`config.mk`:
```
export PLATFORM = sky130hd
export DESIGN_NAME = tail_light_seq
export DESIGN_NICKNAME = d
export VERILOG_FILES = /design/src/rtl/tail_light_pkg.sv /design/src/rtl/lamp_decode.sv /design/src/rtl/tail_light_seq.sv
export SDC_FILE = /design/constraint.sdc
export NUM_CORES = 1
export LEC_CHECK = 0
export BUFFER_PORTS_ARGS = -buffer_cell sky130_fd_sc_hd__buf_4
export CORE_MARGIN = 3
export CORE_UTILIZATION = 40
export CTS_CLUSTER_SIZE = 24
export DETAILED_ROUTE_END_ITERATION = 10
export PLACE_DENSITY = 0.81
export SYNTH_ARGS = -nofsm -noshare
export SYNTH_HDL_FRONTEND = slang
export SYNTH_SLANG_ARGS = --single-unit
```
`constraint.sdc`:
```
create_clock -name clk -period 1.17 [get_ports clk]
set_input_delay 0.351 -clock clk [delete_from_list [all_inputs] [get_ports clk]]
set_output_delay 0.351 -clock clk [all_outputs]
set_load 0.02 [all_outputs]
```
`src/rtl/tail_light_pkg.sv`:
```
// Shared types and lamp constants for the tail-light sequencer.
// The HZ encoding is always defined; it is only reachable with TAIL_LIGHT_HAZARD_EN.
package tail_light_pkg;

  typedef enum logic [2:0] {
    ST_IDLE = 3'd0,
    ST_L1   = 3'd1,
    ST_L2   = 3'd2,
    ST_L3   = 3'd3,
    ST_R1   = 3'd4,
    ST_R2   = 3'd5,
    ST_R3   = 3'd6,
    ST_HZ   = 3'd7
  } state_t;

  localparam logic [2:0] LAMPS_OFF = 3'b000;
  localparam logic [2:0] LAMPS_1   = 3'b001;
  localparam logic [2:0] LAMPS_2   = 3'b011;
  localparam logic [2:0] LAMPS_3   = 3'b111;

  // Right-side lamps are ordered {RA,RB,RC}, so their pattern is the mirror of the left one.
  function automatic logic [2:0] mirror3(input logic [2:0] p);
    return {p[0], p[1], p[2]};
  endfunction

endpackage

```
`src/rtl/lamp_decode.sv`:
```
// Moore decode of the sequencer state into the two three-lamp clusters.
// The HZ pattern is decoded only when TAIL_LIGHT_HAZARD_EN is defined.
module lamp_decode
  import tail_light_pkg::*;
(
  input  logic [2:0] state,
  output logic [2:0] left_lamps,
  output logic [2:0] right_lamps
);

  logic [2:0] left_pat;
  logic [2:0] right_pat;

  always_comb begin
    left_pat  = LAMPS_OFF;
    right_pat = LAMPS_OFF;
    case (state_t'(state))
      ST_L1: left_pat  = LAMPS_1;
      ST_L2: left_pat  = LAMPS_2;
      ST_L3: left_pat  = LAMPS_3;
      ST_R1: right_pat = LAMPS_1;
      ST_R2: right_pat = LAMPS_2;
      ST_R3: right_pat = LAMPS_3;
`ifdef TAIL_LIGHT_HAZARD_EN
      ST_HZ: begin
        left_pat  = LAMPS_3;
        right_pat = LAMPS_3;
      end
`endif
      default: ;
    endcase
  end

  assign left_lamps  = left_pat;
  assign right_lamps = mirror3(right_pat);

endmodule

```
`src/rtl/tail_light_seq.sv`:
```
// Tick-driven left/right turn sweep sequencer with completed-sequence counter.
// Optional hazard flash is built in when TAIL_LIGHT_HAZARD_EN is defined.
module tail_light_seq
  import tail_light_pkg::*;
#(
  parameter int SEQ_CNT_W = 8
) (
  input  logic                 clk,
  input  logic                 rst,
  input  logic                 clk_en,
  input  logic                 left,
  input  logic                 right,
  input  logic                 hazard,
  output logic [2:0]           left_lamps,
  output logic [2:0]           right_lamps,
  output logic                 busy,
  output logic                 seq_done,
  output logic [SEQ_CNT_W-1:0] seq_count,
  output logic [2:0]           state_dbg
);

  // clk_en is a one-cycle advance qualifier with no back-pressure: the machine
  // consumes every tick it sees, and the requests are sampled only on ticks taken in IDLE.
  state_t state;
  state_t state_nxt;
  logic   haz_req;
  logic   seq_end;

`ifdef TAIL_LIGHT_HAZARD_EN
  assign haz_req = hazard | (left & right);
`else
  logic unused_hazard;
  assign unused_hazard = hazard;
  assign haz_req       = 1'b0;
`endif

  always_comb begin
    state_nxt = state;
    case (state)
      ST_IDLE: begin
        if (haz_req)    state_nxt = ST_HZ;
        else if (left)  state_nxt = ST_L1;
        else if (right) state_nxt = ST_R1;
      end
      ST_L1:   state_nxt = ST_L2;
      ST_L2:   state_nxt = ST_L3;
      ST_R1:   state_nxt = ST_R2;
      ST_R2:   state_nxt = ST_R3;
      default: state_nxt = ST_IDLE;
    endcase
  end

  assign seq_end = (state == ST_L3) || (state == ST_R3) || (state == ST_HZ);

  // seq_done clears on any edge; everything else advances only on a tick.
  always_ff @(posedge clk or negedge rst) begin
    if (!rst) begin
      state     <= ST_IDLE;
      seq_done  <= 1'b0;
      seq_count <= '0;
    end else begin
      seq_done <= 1'b0;
      if (clk_en) begin
        state <= state_nxt;
        if (seq_end) begin
          seq_done  <= 1'b1;
          seq_count <= seq_count + SEQ_CNT_W'(1);
        end
      end
    end
  end

  lamp_decode u_lamp_decode (
    .state       (state),
    .left_lamps  (left_lamps),
    .right_lamps (right_lamps)
  );

  assign busy      = (state != ST_IDLE);
  assign state_dbg = state;

endmodule

```
* After elaboration in Yosys (flattened, before gate mapping)
Index checks and enable logic that the tools add are counted.
** Cells by class
- $add $sub $neg :: 1
- Multiply operators :: 0
- Div/mod/pow operators :: 0
- $lt $le $gt $ge :: 0
- Equal/unequal tests :: 8
- Shift-type cells :: 0
- Muxes and demuxes :: 7
- Bitwise logic cells :: 0
- Reduce and logical (&&, ||, !) cells :: 6
** Operators with widths (count)
- $pmux W3 S3 :: 2
- $pmux W3 S5 :: 1
- $eq A3 B3 Y1 const B :: 4
- $add A8 B1 Y8 const B :: 1
- $eq A3 B2 Y1 const B :: 2
- $mux W3 :: 2
- $reduce_and A2 Y1 :: 2
- $eq A3 B1 Y1 const B :: 1
- $logic_not A3 Y1 :: 1
- $ne A3 B3 Y1 const B :: 1
- $reduce_bool A3 Y1 :: 1
- $logic_or A1 B1 Y1 :: 2
- $mux W1 :: 2
** Storage, ports and cells
- Flip-flop bits (word level) :: 12
- Latch bits :: 0
- RAM bits :: 0
- Bits in read-only memories :: 0
- Input port bits :: 6
- Output and inout bits :: 19
- Word-level logic and storage cells :: 25
- Memories kept :: 0

* Longest topological paths before layout
- Depth after elaboration :: 5
- Gate-level depth with buffers :: 4

* Hierarchy
From an unflattened synthesis, not the netlist that was laid out.
** Unflattened totals
- Cells, all modules :: 54
- Area total of the unflattened synthesis :: 601.8 um^2
** By module, submodules not included
- tail_light_seq :: times used 1, cells an instance 46, area an instance 541.8 um^2
- lamp_decode :: times used 1, cells an instance 8, area an instance 60.1 um^2

* Least setup slack after synthesis
Ideal clock, no wire load.
- Path type :: reg-to-output
- Start point :: register state[2] (netlist: state_dbg[2])
- End point :: output port busy
- Arrival time :: 1.116 ns
- Slack :: -0.297 ns
- Stages on the path, launching flop included :: 3
- Path buffers :: 1
- Cell sequence :: dfrtp_1 > buf_2 > or3_1
** On the way
- Word-level cells in the longest chain between the ends :: 1
** RTL lines
- start: declaration :: line tail_light_seq.sv:24 : state_t state;
- start signal: assignment :: line tail_light_seq.sv:64 : state <= state_nxt;
- $reduce_bool A3 Y1 :: line tail_light_seq.sv:79 : assign busy = (state != ST_IDLE);
- end: declaration :: line tail_light_seq.sv:16 : output logic busy,
Every way passes these cells.

* Worst setup path in the final report
- Start point :: register state[0] (netlist: state_dbg[0])
- End point :: output port busy
Same word-level chain as after synthesis.

==> results.ini <==
[min_path]
min-delay-start=right
worstHoldEndpoint=state_dbg[2]
worstHoldPathCells=3
hold_class=in2reg

[die]
fp.dieH_um=44.8
fp.dieW_um=44.8
ios=25
rows=13
coreArea_sq_um=1350
start_util=0.447
die_area_sq_um=2010

[detailed_routing]
dr.first_iter.drc_count=18
ant_nets=0
drc=0
vias=664
detail_route.wl_per_cell_um=18.4
via_per_inst=5.35
first_pass_iters=4
drt_wl_total_mm=2.28

[logic_synthesis]
ys_ff_latch=12
ys_top_cells_by_area=dfrtp_1 (50%), xnor2_1 (8.7%), and2_1 (4.1%)
synth_top_area_frac=0.498
async_reset_ff_frac=1.00
synth_area_per_cell_sq_um=10.6
synth_most_common_cell=dfrtp_1
synth-edff-count=0
synth_nets=64
yosys-top-cells-count=dfrtp_1 (12), nand2_1 (6), xnor2_1 (6)
yosysUniqueCellTypes=23
syn_area_sq_um=603
ys_warn_count=0
synth_top_cell_by_area=dfrtp_1
seq_area_frac_synth=0.498
syn_inst=57
synth_ff_type=dfrtp_1

[critical_path]
worstPathCellList=or3_4 > buf_6
critPathLaunchType=flop
critPathMaxFanout=4
r2r_setup_slack_ps=-220
r2r_start=state_dbg[0]
reg2regPathDepth=4
cp_num_buf_inv=1
timing.rr.end=seq_count[1]
crit_type=reg2out
cp_slowest_stage_delay_ps=450
critPathTopFamily=flip-flops
cp.arrival_ps=1250
required_ps=820
slowest_stage=dfrtp_2
cp-end-kind=primary output

[timing]
fmax_ghz=0.625
slew_viol_final=0
relSlewSlack=0.800
post-route-min-period_ps=1600
rsz0062_at_grt=yes
skew_ps=6.00
worst_pin_slew_ps=297
setup_viol=23
period_share=1.37
worst_slack_ps=-430
hold_viol=0

[global_routing]
grt_pass1_wl_mm=2.93
grt_pass1_vias=645
antenna_found_initial=0
grt_usage=0.207
grt_max_degree=13
globalRouteOverflowTotal=0

[layout]
seq_area_sq_um=307
area_growth_pct=97.5
num-nets-final=117
fill_cells=61
drive_gt1_frac=0.679
multi_input_area_sq_um=333
diodes=0
final_area_sq_um=1190

[power_and_ir_drop]
p_sw_mw=1.32
p_leak_nw=0.578
p_clk_frac=0.080
pwr-share-seq=0.217
intPower_mw=1.95
combPwrFrac=0.702
p_sw_frac=0.404
power_density_nw_per_um2=2740
vdd_drop_max_mv=1.87

[status]
violations=negative setup slack
status=finished with violations

[placed_design]
port_buffers=23
detailed_place_hpwl_mm=1.07
gp_congestion=0.782
place_area_sq_um=868
dp_slack_ps=-135

[clock_network]
htreeDepth=1
cts_root_buffer=clkbuf_4
cts_tree=yes
clk_latency_ps=270
cts_buffer_depth=2
clkTransAtPathRegs_ps=70
cts_buffers=3
cts.sinks=12

[flow_run]
drv_cap=0

timing repair:
item	in CTS	in global routing
resized for setup	20	15
pin swaps	10	6
endpoints found under the hold margin	12	0
setup endpoints to repair	25	29
buffers inserted	13	7
hold buffers	1	0
power groups by stage:
stage | combinational [mW] | clock [mW] | sequential [mW]
2_1_floorplan | 0.723 | 0 | 0.846
3_3_place_gp | 1.43 | 0 | 0.695
3_5_place_dp | 1.47 | 0 | 0.702
4_1_cts | 1.95 | 0.265 | 0.673
5_1_grt | 2.43 | 0.292 | 0.730
6_report | 2.30 | 0.262 | 0.710
cells in the final DEF (no fill, tap or decap):
cell type	count
a21oi_1	1
a31oi_1	1
and2_1	2
and2_2	1
and2_4	1
and3b_2	1
and4_1	1
buf_12	1
buf_4	23
buf_6	27
clkbuf_1	1
clkbuf_4	3
dfrtp_1	7
dfrtp_2	5
dlygate4sd3_1	1
ha_1	1
mux2_2	1
mux2i_1	1
nand2_1	4
nand2_2	2
nand3_2	2
nand4_1	3
nor2_1	1
nor2_2	1
nor2_4	2
nor2b_4	1
o2111a_2	1
o211a_4	1
o21ai_0	2
or3_1	1
or3_4	1
xnor2_1	6
xor2_1	2
how the worst max path moves through the flow:
stage                      start    to  depth (start not counted)
floorplan           state_dbg[0]  busy                          2
finish              state_dbg[0]  busy                          2
detailed placement  state_dbg[0]  busy                          2
global placement    state_dbg[0]  busy                          2
global route        state_dbg[0]  busy                          2
CTS                 state_dbg[2]  busy                          2
cells by family after synthesis:
kind of cell	synth area share
compound gates	0.0726
xor+xnor	0.116
fa+ha+maj	0.0207
buf+inv	0.0436
flops	0.498
mux	0.0353
simple gates	0.214
final cells by class:
cell class / instances / area share
flip-flops and latches: 12 / 0.257
repair buffers: 52 / 0.425
clock buffers: 4 / 0.0221
well taps: 15 / 0.0158
multi-input cells: 41 / 0.279
metal layers:
layer  global-route usage  up-vias  routed length [um]
met1                0.263      323                 933
li1                     -      303                   -
met2                0.330       28                1150
met3               0.0837       10                 131
met5                    0        -                   0
met4               0.0526        0                  70
flip-flops by register name (all words and copies together), names as in the netlist:
register,flops
seq_count,8
seq_done,1
state_dbg,3
worst register-to-register path, stage by stage (launching register included):
cell	delay [ps]
dfrtp_2	450
buf_6	150
buf_6	120
o211a_4	270
mux2_2	280
metrics by stage:
step	hold WS, ps	std cells	power, mW	util	setup TNS [ps]
finish	411	124	3.27	0.882	-5010
global route	443	124	3.45	0.882	-6070
CTS	372	117	2.89	0.802	-4030
detailed placement	193	99	2.17	0.643	-741
global placement	193	99	2.12	0.643	-539
floorplan	55.4	57	1.57	-	-431
No activity file was read; power rests on OpenSTA's default activity.
